[src/rtl/frame_pkg.sv]
// Shared types and sizing for the ping-pong frame sequencer.
package frame_pkg;

    localparam int WIDTH  = 16;
    localparam int LANES  = 8;
    localparam int LIDX_W = $clog2(LANES);
    localparam int LEN_W  = LIDX_W + 1;

    typedef logic signed [WIDTH-1:0] sample_t;
    typedef sample_t [0:LANES-1]     frame_t;

    typedef enum logic [1:0] {
        EMPTY   = 2'd0,
        FILLING = 2'd1,
        FULL    = 2'd2
    } bank_state_e;

endpackage

[src/rtl/frame_bank.sv]
// One frame buffer bank: lane storage, fill state and committed length.
module frame_bank
    import frame_pkg::*;
(
    input  logic              clk,
    input  logic              rst_n,
    input  logic              i_wr_en,
    input  logic [LIDX_W-1:0] i_wr_idx,
    input  sample_t           i_wr_data,
    input  logic              i_zero_en,
    input  logic [LEN_W-1:0]  i_zero_from,
    input  logic              i_commit,
    input  logic [LEN_W-1:0]  i_commit_len,
    input  logic              i_release,
    output bank_state_e       o_state,
    output logic [LEN_W-1:0]  o_len,
    output frame_t            o_data
);

    bank_state_e      r_state;
    bank_state_e      w_state_nxt;
    logic [LEN_W-1:0] r_len;
    frame_t           r_data;
    frame_t           w_data_nxt;

    // Bank state register
    always_ff @(posedge clk or negedge rst_n) begin
        if (!rst_n) begin
            r_state <= EMPTY;
        end else begin
            r_state <= w_state_nxt;
        end
    end

    // Next state: a commit overrides the write that may accompany it
    always_comb begin
        w_state_nxt = r_state;
        if (i_release) w_state_nxt = EMPTY;
        if (i_wr_en)   w_state_nxt = FILLING;
        if (i_commit)  w_state_nxt = FULL;
    end

    // State-derived outputs
    always_comb begin
        o_state = r_state;
        o_len   = r_len;
        o_data  = r_data;
    end

    // Lane update: written lanes always sit below the zero-fill start index
    always_comb begin
        w_data_nxt = r_data;
        for (int i = 0; i < LANES; i++) begin
            if (i_wr_en && (i_wr_idx == LIDX_W'(i))) w_data_nxt[i] = i_wr_data;
            if (i_zero_en && (LEN_W'(i) >= i_zero_from)) w_data_nxt[i] = '0;
        end
    end

    // Lane storage and committed length
    always_ff @(posedge clk or negedge rst_n) begin
        if (!rst_n) begin
            r_data <= '0;
            r_len  <= '0;
        end else begin
            r_data <= w_data_nxt;
            if (i_commit) r_len <= i_commit_len;
        end
    end

endmodule

[src/rtl/frame_seq_ctrl.sv]
// Serial-to-frame sequencer with two ping-pong banks and a valid/ready frame port.
module frame_seq_ctrl
    import frame_pkg::*;
#(
    parameter int SEQW = 4
) (
    input  logic             clk,
    input  logic             rst_n,
    input  logic             in_valid,
    output logic             in_ready,
    input  sample_t          in_data,
    input  logic             flush,
    output logic             frame_valid,
    input  logic             frame_ready,
    output frame_t           frame_data,
    output logic [LEN_W-1:0] frame_len,
    output logic [SEQW-1:0]  frame_seq,
    output logic [7:0]       ovf_cnt
);

    logic             r_wr_sel;
    logic             r_rd_sel;
    logic [LEN_W-1:0] r_count;
    logic [SEQW-1:0]  r_seq;
    logic [7:0]       r_ovf;

    bank_state_e      w_state [2];
    logic [LEN_W-1:0] w_len   [2];
    frame_t           w_data  [2];

    logic             w_accept;
    logic             w_complete;
    logic             w_flush_commit;
    logic             w_commit;
    logic             w_xfer;
    logic [LEN_W-1:0] w_count_acc;

    // Handshake decode; the post-accept count doubles as the commit length (LANES on completion)
    always_comb begin
        in_ready       = (w_state[r_wr_sel] != FULL);
        w_accept       = in_valid && in_ready;
        w_count_acc    = r_count + LEN_W'(w_accept);
        w_complete     = w_accept && (r_count == LEN_W'(LANES - 1));
        w_flush_commit = flush && !w_complete && (w_count_acc != '0);
        w_commit       = w_complete || w_flush_commit;
        frame_valid    = (w_state[r_rd_sel] == FULL);
        w_xfer         = frame_valid && frame_ready;
        frame_data     = w_data[r_rd_sel];
        frame_len      = w_len[r_rd_sel];
    end

    assign frame_seq = r_seq;
    assign ovf_cnt   = r_ovf;

    for (genvar b = 0; b < 2; b++) begin : g_bank
        logic w_is_wr;
        logic w_is_rd;
        assign w_is_wr = (r_wr_sel == 1'(b));
        assign w_is_rd = (r_rd_sel == 1'(b));

        frame_bank u_bank (
            .clk          (clk),
            .rst_n        (rst_n),
            .i_wr_en      (w_accept && w_is_wr),
            .i_wr_idx     (r_count[LIDX_W-1:0]),
            .i_wr_data    (in_data),
            .i_zero_en    (w_flush_commit && w_is_wr),
            .i_zero_from  (w_count_acc),
            .i_commit     (w_commit && w_is_wr),
            .i_commit_len (w_count_acc),
            .i_release    (w_xfer && w_is_rd),
            .o_state      (w_state[b]),
            .o_len        (w_len[b]),
            .o_data       (w_data[b])
        );
    end

    // Fill side: lane count and fill-bank select
    always_ff @(posedge clk or negedge rst_n) begin
        if (!rst_n) begin
            r_count  <= '0;
            r_wr_sel <= 1'b0;
        end else if (w_commit) begin
            r_count  <= '0;
            r_wr_sel <= !r_wr_sel;
        end else if (w_accept) begin
            r_count  <= w_count_acc;
        end
    end

    // Drain side: drain-bank select and frame sequence number
    always_ff @(posedge clk or negedge rst_n) begin
        if (!rst_n) begin
            r_rd_sel <= 1'b0;
            r_seq    <= '0;
        end else if (w_xfer) begin
            r_rd_sel <= !r_rd_sel;
            r_seq    <= r_seq + 1'b1;
        end
    end

    // Saturating count of samples offered while both banks are held
    always_ff @(posedge clk or negedge rst_n) begin
        if (!rst_n) begin
            r_ovf <= '0;
        end else if (in_valid && !in_ready && (r_ovf != 8'hFF)) begin
            r_ovf <= r_ovf + 8'd1;
        end
    end

    // The sample bus must be known whenever it is qualified
    a_in_data_known : assert property (@(posedge clk) disable iff (!rst_n)
        in_valid |-> !$isunknown(in_data));

endmodule

[config.mk]
export PLATFORM = sky130hd
export DESIGN_NAME = frame_seq_ctrl
export DESIGN_NICKNAME = d
export VERILOG_FILES = /design/src/rtl/frame_pkg.sv /design/src/rtl/frame_bank.sv /design/src/rtl/frame_seq_ctrl.sv
export SDC_FILE = /design/constraint.sdc
export NUM_CORES = 1
export LEC_CHECK = 0
export CAP_MARGIN = 20
export CORE_ASPECT_RATIO = 0.7
export CORE_MARGIN = 1.5
export CORE_UTILIZATION = 40
export DETAILED_ROUTE_END_ITERATION = 10
export PLACE_DENSITY = 0.6
export SLEW_MARGIN = 20
export SYNTH_ARGS = -nofsm -noshare
export SYNTH_HDL_FRONTEND = slang
export SYNTH_SLANG_ARGS = --single-unit
[constraint.sdc]
create_clock -name clk -period 3.1 [get_ports clk]
set_input_delay 0.93 -clock clk [delete_from_list [all_inputs] [get_ports clk]]
set_output_delay 0.93 -clock clk [all_outputs]
set_load 0.05 [all_outputs]
==> summary.md <==
| Metric | Value |
|---|---|
| Run status | complete, no violations |
| Endpoint of the lowest-slack register-to-register path | g_bank[1].u_bank.o_data[97] |
| Post-synthesis cell count | 1,377 |
| Largest net degree at the start of global routing | 68 |
| Number of DRC markers in iteration 0 | 762 |
| Static leakage | 0.00770 uW |
| Max Transition Viols Final | 0 |
| Wire length of the first global-routing pass | 62,800 um |
| Global-route total usage across every layer | 23.8% |
| ANT nets after route | 0 |
| Final #Nets | 1,618 |
| Share of the clock period used by the worst path | 98.1% |
| Synth area leaders | sky130_fd_sc_hd__dfrtp_1, sky130_fd_sc_hd__mux2_2, sky130_fd_sc_hd__nand2_1, sky130_fd_sc_hd__a21oi_1, sky130_fd_sc_hd__clkbuf_1 |
| Share of total power in the clock network | 22.5% |
| Filler instances | 2,887 |
| Tightest Pin Transition | 0.870 ns |
| Dpl cell area | 16,100 um2 |
| Number of top-level pins | 167 |
| Share of synthesized flip-flops with an asynchronous set or reset | 100% |
| Placer congestion estimate | 0.817 |
| Share of synthesized area occupied by flip-flops and latches | 54.1% |
| Crit Path Category | reg -> out |
| Slack of the worst reg-to-reg path | 0.28 ns |
| Met2 Resource Use GR | 36.0% |
| Tightest Hold Check Type | in -> async |
| Number of placement rows | 55 |
| Area of the die | 34,200 um2 |
| Final setup skew | 0.0102 ns |
| Placeable Area | 32,400 um2 |
| Endpoint type of the worst setup path | output port |
| Die outline width | 220 um |
| Combinational group share of total power | 45.1% |
| Share of total power consumed by net switching | 39.9% |
| Clock tree from TritonCTS | yes |
| R2R depth | 15 |
| Worst-case headroom to the max-slew limit | 41.8% |
| Pwr per Cell Area | 887 nW/um2 |
| Final cell area excluding filler cells | 17,200 um2 |
| Power Internal | 9170 uW |
| Number of inserted diodes | 0 |
| Post-Syn Area per Cell | 9.61 um2 |
| Switching Power | 6090 uW |
| Half-perimeter wire length of the detailed placement result | 26,600 um |
| Utilization of the core after routing | 53.1% |
| Part of the total power dissipated in sequential elements | 32.4% |
| Synthesis-stage register bit count | 286 |
| Share of Yosys cell area claimed by the top area cell type | 54.1% |
| Final hold viol count | 0 |
| Arrival time of data at the critical path endpoint | 2.11 ns |
| Number of global-route vias before repair | 10,512 |
| Maximum fanout encountered on the critical timing path | 33 |
| Total number of clock tree sinks | 286 |
| Number of placed instances with taps included | 1,973 |
| Aggregate global routing overflow | 0 |
| Minimum clock period | 3.04 ns |
| Source of the worst register-to-register timing path | g_bank[1].w_is_wr |
| Upper clock frequency limit | 0.329 GHz |
| Number of cells in the finished layout apart from fillers | 2,040 |
| Relative area change from synthesis to final layout | 29.9% |
| Maximum ir drop on the vdd rail | 698 uV |
| Initial antenna violation count | 0 |
| Vias per inst | 5.30 |
| DR pass1 iterations | 5 |
| Biggest area consumer among synthesized cells | sky130_fd_sc_hd__dfrtp_1 |
| Maximum clock insertion buffer count | 3 |
| Most crowded layer after global routing | met1 |
| Adder and majority cell fraction of the synthesized area | 0.378% |
| Setup-failing EPs final | 0 |
| Main combinational cell family by area after synthesis | simple AND/OR/NAND/NOR gates |
| Buffers on Ports | 166 |
| Met3 Track Usage GR | 3.56% |
| Area of the mapped netlist | 13,200 um2 |
| Max-capacitance violation count | 0 |
| Post-synth EDFFs | 0 |
| Clock transition at the registers of the reported paths | 0.06 ns |
| # DRC | 0 |
| Data required, critical path | 2.17 ns |
| Detailed-route wire length | 40,600 um |
| Most common flop cell mapped by yosys | sky130_fd_sc_hd__dfrtp_1 |
| Distinct cells, synth | 46 |
| Global Route met1 Usage | 36.2% |
| Compound-gate portion of the synthesized area | 10.4% |
| Max H-tree Level | 1 |
| Via total after detailed routing | 10,808 |
| Xor and xnor fraction of the mapped netlist area | 0.785% |
| Proportion of layout cells with a drive suffix above 1 | 32.7% |
| Post-synthesis mux area share | 14.9% |
| Initial core utilization | 40.8% |
| Die Y-Extent | 155 um |
| Simple-gate area share of the yosys netlist | 16.7% |
| Final worst-path setup slack | 0.0582 ns |
| DP Worst Slack | -0.541 ns |
| Nature of the critical path startpoint | register |
| CTS buffer count | 29 |
| RSZ-0062 raised after global routing | no |
| Setup TNS | 0 ns |
| Average wire per standard cell | 19.9 um |
| Later-pin clock latency in the skew report | 0.56 ns |
| Total nets after synthesis | 1,402 |
| Hold Buf Count CTS | 0 |
| Root Buffer | sky130_fd_sc_hd__clkbuf_16 |
| Yosys Warn Count | 0 |
## through the flow
| stage | power (uW) | hold WS (ns) |
|---|---|---|
| floorplan | 9360 | 0.465 |
| global placement | 11500 | 0.465 |
| detailed placement | 11600 | 0.471 |
| CTS | 15100 | 0.288 |
| global route | 16000 | 0.311 |
| finish | 15300 | 0.284 |
## sequential cells by signal, summed over array words and instances, names as in the netlist
name and flops:
g_bank.u_bank.o_len 8, g_bank.u_bank.o_data 256, g_bank.u_bank.o_state 4, r_count 4, ovf_cnt 8, g_bank.w_is_rd 1
frame_seq 4, g_bank.w_is_wr 1
## cells by family after synthesis
group | count (synthesis)
AND/OR/NAND/NOR | 550
flip-flops | 286
AO/OA/AOI/OAI | 257
multiplexers | 175
buffers and inverters | 94
XOR/XNOR | 11
adder cells (fa/ha/maj) | 4
## layout by cell type, fill, tap and decap left out, types with 6 or more instances in the layout
cell and instances:
sky130_fd_sc_hd__a21oi_1 191, sky130_fd_sc_hd__a21oi_2 43, sky130_fd_sc_hd__buf_12 27, sky130_fd_sc_hd__buf_4 210
sky130_fd_sc_hd__clkbuf_1 12, sky130_fd_sc_hd__clkbuf_16 31, sky130_fd_sc_hd__clkdlybuf4s50_1 30, sky130_fd_sc_hd__dfrtp_1 285
sky130_fd_sc_hd__mux2_2 174, sky130_fd_sc_hd__nand2_1 463, sky130_fd_sc_hd__nand3_1 18, sky130_fd_sc_hd__nor2_1 19
sky130_fd_sc_hd__nor3_1 10, sky130_fd_sc_hd__xnor2_1 6
## power by group through the flow
| stage | combinational (uW) | clock (uW) | sequential (uW) |
|---|---|---|---|
| after CTS | 6670 | 3510 | 4950 |
| after global placement | 6540 | 0 | 4990 |
| after global routing | 7260 | 3660 | 5050 |
| after floorplan | 4360 | 0 | 5000 |
| final | 6880 | 3430 | 4950 |
| after detailed placement | 6600 | 0 | 5030 |
## synth_stat cells (all sizes together) (6+ instances only)
cell and number:
dfrtp 286, xnor2 6, buf 20, a21oi 235
nor3 12, nand3 18, nor2 27, nand2 463
clkbuf 70, mux2 174
## final cells by class
class                      count  area, um2  area share, %
clock buffer                  44        812           4.72
clock inverter                 7       88.8          0.517
inverter                       4       15.0         0.0873
multi-input combinational    997       6050           35.2
sequential                   286       7160           41.6
tap                          427        534           3.11
timing repair buffer         275       2540           14.8
## critical path: stages, from the launching register on
cell	delay (ns)
sky130_fd_sc_hd__dfrtp_4	0.49
sky130_fd_sc_hd__buf_12	0.21
sky130_fd_sc_hd__buf_12	0.25
sky130_fd_sc_hd__mux2_2	0.40
sky130_fd_sc_hd__buf_4	0.20
## metal layers
layer	part of all wire, %	wire [um]
met2	44	18000
met1	48	19400
met5	0	0
met3	6.0	2430
met4	1.9	789
## what timing repair did
| action | CTS | global route |
|---|---|---|
| gates cloned | 0 | 2 |
| resized for setup | 1 | 9 |
| hold endpoints to repair | 0 | 0 |
| endpoints found under the setup margin | 42 | 181 |
| setup buffers | 2 | 12 |
| pin swaps | 0 | 4 |
## worst max path at each step
stage                      startpoint                           end  slack, ns  cells after the start
global placement             in_valid  g_bank[0].u_bank.o_data[105]      -0.50                     12
CTS                 g_bank[1].w_is_rd                frame_data[22]      0.005                      2
detailed placement           in_valid  g_bank[0].u_bank.o_data[102]      -0.54                     12
floorplan                    in_valid   g_bank[1].u_bank.o_data[38]      -0.16                     13
global route        g_bank[1].w_is_rd                frame_data[77]     0.0008                      4
finish              g_bank[1].w_is_rd                frame_data[77]       0.06                      4
No activity file was read; power rests on OpenSTA's default activity.
